### config.mk
export PLATFORM = sky130hd
export DESIGN_NAME = mlp_sequencer
export DESIGN_NICKNAME = d
export VERILOG_FILES = /design/src/rtl/mlp_pkg.sv /design/src/rtl/mlp_fetch_timer.sv /design/src/rtl/mlp_sequencer.sv
export SDC_FILE = /design/constraint.sdc
export NUM_CORES = 1
export LEC_CHECK = 0
export ABC_CLOCK_PERIOD_IN_PS = 18500
export BUFFER_PORTS_ARGS = -buffer_cell sky130_fd_sc_hd__buf_2
export CORE_AREA = 2 2 138 140
export DETAILED_ROUTE_END_ITERATION = 8
export DIE_AREA = 0 0 140 142
export PLACE_DENSITY = 0.7
export SLEW_MARGIN = 20
export SYNTH_ARGS = -nofsm -noshare
export SYNTH_HDL_FRONTEND = slang
export SYNTH_SLANG_ARGS = --single-unit
### constraint.sdc
create_clock -name clk -period 18.5 [get_ports clk]
set_clock_uncertainty 0.05 [all_clocks]
set_input_delay 4.625 -clock clk [delete_from_list [all_inputs] [get_ports clk]]
set_output_delay 4.625 -clock clk [all_outputs]
set_load 0.01 [all_outputs]
### src/rtl/mlp_pkg.sv
// Shared definitions for the MLP sequencer and its datapath: FSM states and
// the weight-word slice positions.
package mlp_pkg;

  typedef enum logic [2:0] {
    IDLE    = 3'd0,
    FETCH   = 3'd1,
    FIRE    = 3'd2,
    CAPTURE = 3'd3,
    RESP    = 3'd4
  } state_t;

  // Layer weights inside the 128-bit bridge word; the upper 64 bits are unused.
  localparam int W1_LSB = 0;
  localparam int W1_MSB = 31;
  localparam int W2_LSB = 32;
  localparam int W2_MSB = 63;

  localparam int ACT_W = 16;

endpackage

### src/rtl/mlp_fetch_timer.sv
// Loadable down-counter bounding the wait for a bridge read acknowledge.
// done is high whenever the count sits at zero.
module mlp_fetch_timer #(
  parameter int WIDTH = 10
) (
  input  logic             clk,
  input  logic             rst,
  input  logic             clear,
  input  logic             load,
  input  logic             en,
  input  logic [WIDTH-1:0] load_val,
  output logic [WIDTH-1:0] count,
  output logic             done
);

  always_ff @(posedge clk or posedge rst) begin
    if (rst)                   count <= '0;
    else if (clear)            count <= '0;
    else if (load)             count <= load_val;
    else if (en && count != 0) count <= count - 1'b1;
  end

  assign done = (count == '0);

endmodule

### src/rtl/mlp_sequencer.sv
// Request sequencer for the 2-2-2 MLP datapath: caches the weight word read
// once from the bridge, then fires the datapath per request and returns dp_out.
module mlp_sequencer
  import mlp_pkg::*;
#(
  parameter int                           INTERFACE_WIDTH_BITS = 128,
  parameter int                           INTERFACE_ADDR_BITS  = 26,
  parameter logic [INTERFACE_ADDR_BITS-1:0] WEIGHT_ADDR        = '0,
  parameter int                           TIMEOUT_CYCLES       = 1024
) (
  input  logic                            clk,
  input  logic                            reset,
  input  logic                            req_valid,
  output logic                            req_ready,
  input  logic [ACT_W-1:0]                req_in,
  input  logic                            reload,
  output logic                            rsp_valid,
  input  logic                            rsp_ready,
  output logic [ACT_W-1:0]                rsp_out,
  output logic                            rsp_err,
  output logic                            rd_req,
  output logic [INTERFACE_ADDR_BITS-1:0]  rd_addr,
  input  logic                            rd_ack,
  input  logic [INTERFACE_WIDTH_BITS-1:0] rd_data,
  output logic [INTERFACE_WIDTH_BITS-1:0] dp_data,
  output logic [ACT_W-1:0]                dp_in,
  output logic                            dp_ack,
  input  logic [ACT_W-1:0]                dp_out
);

  localparam int TW = (TIMEOUT_CYCLES > 2) ? $clog2(TIMEOUT_CYCLES) : 1;
  localparam logic [TW-1:0] TMR_START = TW'(TIMEOUT_CYCLES - 1);

  state_t        state, next;
  logic          cache_vld;
  logic          accept, fetch_ack, timeout, capture;
  logic          tmr_load, tmr_clear, tmr_done;
  logic [TW-1:0] tmr_count;

  mlp_fetch_timer #(.WIDTH(TW)) u_timer (
    .clk      (clk),
    .rst      (reset),
    .clear    (tmr_clear),
    .load     (tmr_load),
    .en       (state == FETCH),
    .load_val (TMR_START),
    .count    (tmr_count),
    .done     (tmr_done)
  );

  always_ff @(posedge clk or posedge reset) begin
    if (reset) state <= IDLE;
    else       state <= next;
  end

  always_comb begin
    next      = state;
    accept    = 1'b0;
    fetch_ack = 1'b0;
    timeout   = 1'b0;
    capture   = 1'b0;
    tmr_load  = 1'b0;
    tmr_clear = 1'b0;
    case (state)
      IDLE: begin
        if (req_valid) begin
          accept = 1'b1;
          // a reload arriving with the request forces a refetch
          if (cache_vld && !reload) begin
            next = FIRE;
          end else begin
            next     = FETCH;
            tmr_load = 1'b1;
          end
        end
      end
      FETCH: begin
        if (rd_ack) begin
          fetch_ack = 1'b1;
          tmr_clear = 1'b1;
          next      = FIRE;
        end else if (tmr_done) begin
          timeout = 1'b1;
          next    = RESP;
        end
      end
      FIRE:    next = CAPTURE;
      CAPTURE: begin
        capture = 1'b1;
        next    = RESP;
      end
      RESP:    if (rsp_ready) next = IDLE;
      default: next = IDLE;
    endcase
  end

  // dp_in/dp_data only change on accept/fetch, so they hold through FIRE and CAPTURE.
  always_ff @(posedge clk or posedge reset) begin
    if (reset) begin
      cache_vld <= 1'b0;
      dp_data   <= '0;
      dp_in     <= '0;
      rsp_out   <= '0;
      rsp_err   <= 1'b0;
    end else begin
      if (accept)    dp_in   <= req_in;
      if (fetch_ack) dp_data <= rd_data;
      if (reload)         cache_vld <= 1'b0;
      else if (fetch_ack) cache_vld <= 1'b1;
      if (capture) begin
        rsp_out <= dp_out;
        rsp_err <= 1'b0;
      end else if (timeout) begin
        rsp_out <= '0;
        rsp_err <= 1'b1;
      end
    end
  end

  // req_ready is masked by reset so every output reads 0 while reset is held.
  assign req_ready = (state == IDLE) && !reset;
  assign rsp_valid = (state == RESP);
  assign rd_req    = (state == FETCH);
  assign rd_addr   = rd_req ? WEIGHT_ADDR : '0;
  assign dp_ack    = (state == FIRE);

endmodule

==> run summary <==
outcome = finished with violations
failing checks = design-rule violations
Die Span Y = 142 µm
NumNets Final = 956
Core Footprint = 0.0185 mm²
initial antenna violation count = 0
HP Class = reg -> reg
RSZ-0062 raised after global routing = no
Post-Layout Cell Count = 1036
worst r2r src = state[0]$_DFFE_PP0P_
hold path start = dp_data[19]$_DFFE_PP0P_
Tot Pwr = 1.81 mW
final hold vios = 0
Arrival @ worst endpoint = 5.10 ns
pin count of the biggest net entering global routing = 103
placed instance count = 1004
max frequency = 102 MHz
Avg Inst Size Synth = 16.4 µm²
worst setup path class = in -> out
via count = 4925
layout cell share with drive strength beyond 1 = 0.633
CTS root buffer = clkbuf_16
Worst Hold End = dp_data[19]$_DFFE_PP0P_
Final ANT Viol Nets = 0
maxcap violations = 0
worst slew pin tran = 1.14 ns
CTS buffer count = 17
P&R area growth vs syn = 28.6%
vias in the first global route = 4926
number of synthesized register bits = 175
Leakage = 4.93 nW
Clock transition at path regs = 0.07 ns
First-pass DRT Iterations = 8
Switching Fraction = 0.340
synth top area cells = dfrtp_1 (58%), mux2_4 (20%), mux2_2 (5.2%), buf_12 (2.9%), buf_4 (2.9%)
worst skew pair latency = 0.42 ns
Rel. slew slack = 0.240
Syn. warnings = 0
CP peak stage delay = 0.18 ns
reg2reg end = dp_data[104]$_DFFE_PP0P_
CTS tree = done
crit-path leading delay family = buffers and inverters
share of the synthesized area in the top cell type = 0.581
Final GP Congestion = 0.761
R2R cell count = 5
Synth Cell Area = 0.00754 mm²
Final Max Slew Viols = 0
period utilization = 0.528
crit path max fanout = 2
htree depth = 4
Netlist cell types = 45
DIE AREA = 0.0199 mm²
ant diodes = 0
design area = 0.00969 mm²
clock power share = 0.198
commonest cells after routing, fill and taps aside = buf_2 (330), dfrtp_1 (175), mux2_4 (100), mux2_2 (35), conb_1 (26)
most common cell after layout, fill and taps aside = buf_2
Max VDD drop = 71.4 µV
Logic pwr share = 0.420
r2r setup slk = 15.59 ns
DR iter-0 viols = 222
total global-route track usage = 0.166
Reg power frac = 0.382
clock buffer depth = 2
CP dominant cell by count = buf_2
Hold Buf Count CTS = 0
total congestion overflow = 0
Setup crit end kind = output pin
die width = 140 µm
hold path depth = 1
Internal = 1.19 mW
Power Dens Cells = 186 mW/mm²
Final Setup Violations = 0
register area share after synthesis = 0.581
port buffer count = 330
Sink Count = 175
first-pass GRT wire length = 26300 µm
Initial Util = 0.409
io pins = 357
critical-path cell list = buf_2 > nor4_1 > buf_2
critical path's slowest cell = buf_2
Remaining DRCs = 25
dominant synthesized flop cell = dfrtp_1
NetSw = 0.614 mW
DP HPWL = 12100 µm
critical path required time = 13.83 ns
post-synthesis cell count = 461
ys async rst share = 1.00
vias per cell = 4.75
post-synth top area cell = dfrtp_1
WHS = 0.433 ns
DRT Wirelength = 16800 µm
Startpoint Class = input port
Routed wire per std cell = 16.3 µm
minimum clock period = 9.77 ns
Post-CTS Setup Repair Bufs = 0
Post-synth EDFFs = 0
Buf+Inv Stages, Crit Path = 2
number of core rows = 50
Post-DP Area = 0.00910 mm²
post-CTS resize count = 0
TNS Setup = 0 ns
-- state kept, by name (all words and copies together), names as in the netlist --
register and flops:
dp_data 128, dp_in 16, rsp_out 16, u_timer.count 10
state 3, cache_vld 1, rsp_err 1
-- cells in the mapped netlist (2+ instances only) --
library cell,count
a21oi_1,5
nor4_1,3
mux2_4,100
a22o_1,16
a2111oi_0,2
or3_1,3
or4_1,2
buf_4,29
nand3_1,2
nor3_1,5
a31oi_1,2
nand2b_1,2
buf_6,5
nand2_1,3
inv_1,5
nor2_1,10
a311oi_1,3
mux2_2,35
buf_2,3
dfrtp_1,175
mux2_1,10
buf_12,11
a211oi_1,8
-- worst reg2reg max path, stage by stage, from the launching register on --
cell	delay, ns
dfrtp_1	0.52
or3b_1	0.54
clkinv_2	0.11
and2_4	0.26
buf_4	0.87
mux2_4	0.44
-- worst max-delay path by stage --
| stage | end | start | depth (start not counted) | slack [ns] |
|---|---|---|---|---|
| 2_1_floorplan | req_ready | reset | 1 | 8.85 |
| 3_3_place_gp | req_ready | reset | 3 | 8.75 |
| 3_5_place_dp | req_ready | reset | 3 | 8.74 |
| 4_1_cts | req_ready | reset | 3 | 8.73 |
| 5_1_grt | req_ready | reset | 3 | 8.69 |
| 6_report | req_ready | reset | 3 | 8.73 |
-- logic make-up after synthesis --
| kind of cell | count (synthesis) | share of synthesized area |
|---|---|---|
| simple gates | 38 | 0.0312 |
| other cells | 1 | 0.000497 |
| fa+ha+maj | 1 | 0.00166 |
| flops | 175 | 0.581 |
| buf+inv | 56 | 0.0717 |
| mux | 146 | 0.268 |
| compound gates | 44 | 0.0465 |
-- cell type report --
| cell class | instances | area, µm² |
|---|---|---|
| Clock buffer | 17 | 425 |
| Clock inverter | 15 | 173 |
| Fill cell | 1595 | 8760 |
| Inverter | 6 | 28.8 |
| Multi-Input combinational cell | 255 | 2710 |
| Sequential cell | 175 | 4380 |
| Tap cell | 234 | 293 |
| Timing Repair Buffer | 334 | 1680 |
-- metrics by stage --
step / util / worst slack (ns)
after floorplan: - / 8.85
after global placement: 0.493 / 8.75
after detailed placement: 0.493 / 8.74
after CTS: 0.525 / 8.73
after global routing: 0.525 / 8.69
final: 0.525 / 8.73
-- power by group through the flow --
stage                     Sequential (mW)  Combinational (mW)  Clock [mW]
after floorplan                     0.769               0.452           0
after global placement              0.686               0.755           0
after detailed placement            0.695               0.766           0
after CTS                           0.692               0.769       0.371
after global routing                0.718               0.814       0.388
final                               0.690               0.758       0.358
-- routing by layer --
layer	wire length, µm	share of wire	global-route usage	up-vias
li1	-	-	-	2266
met3	1250	0.074	0.0528	20
met1	6710	0.40	0.203	2428
met5	0	0	0	-
met4	274	0.016	0.0452	0
met2	8620	0.51	0.286	211
Note: power is estimated with default switching activity, not from simulation.
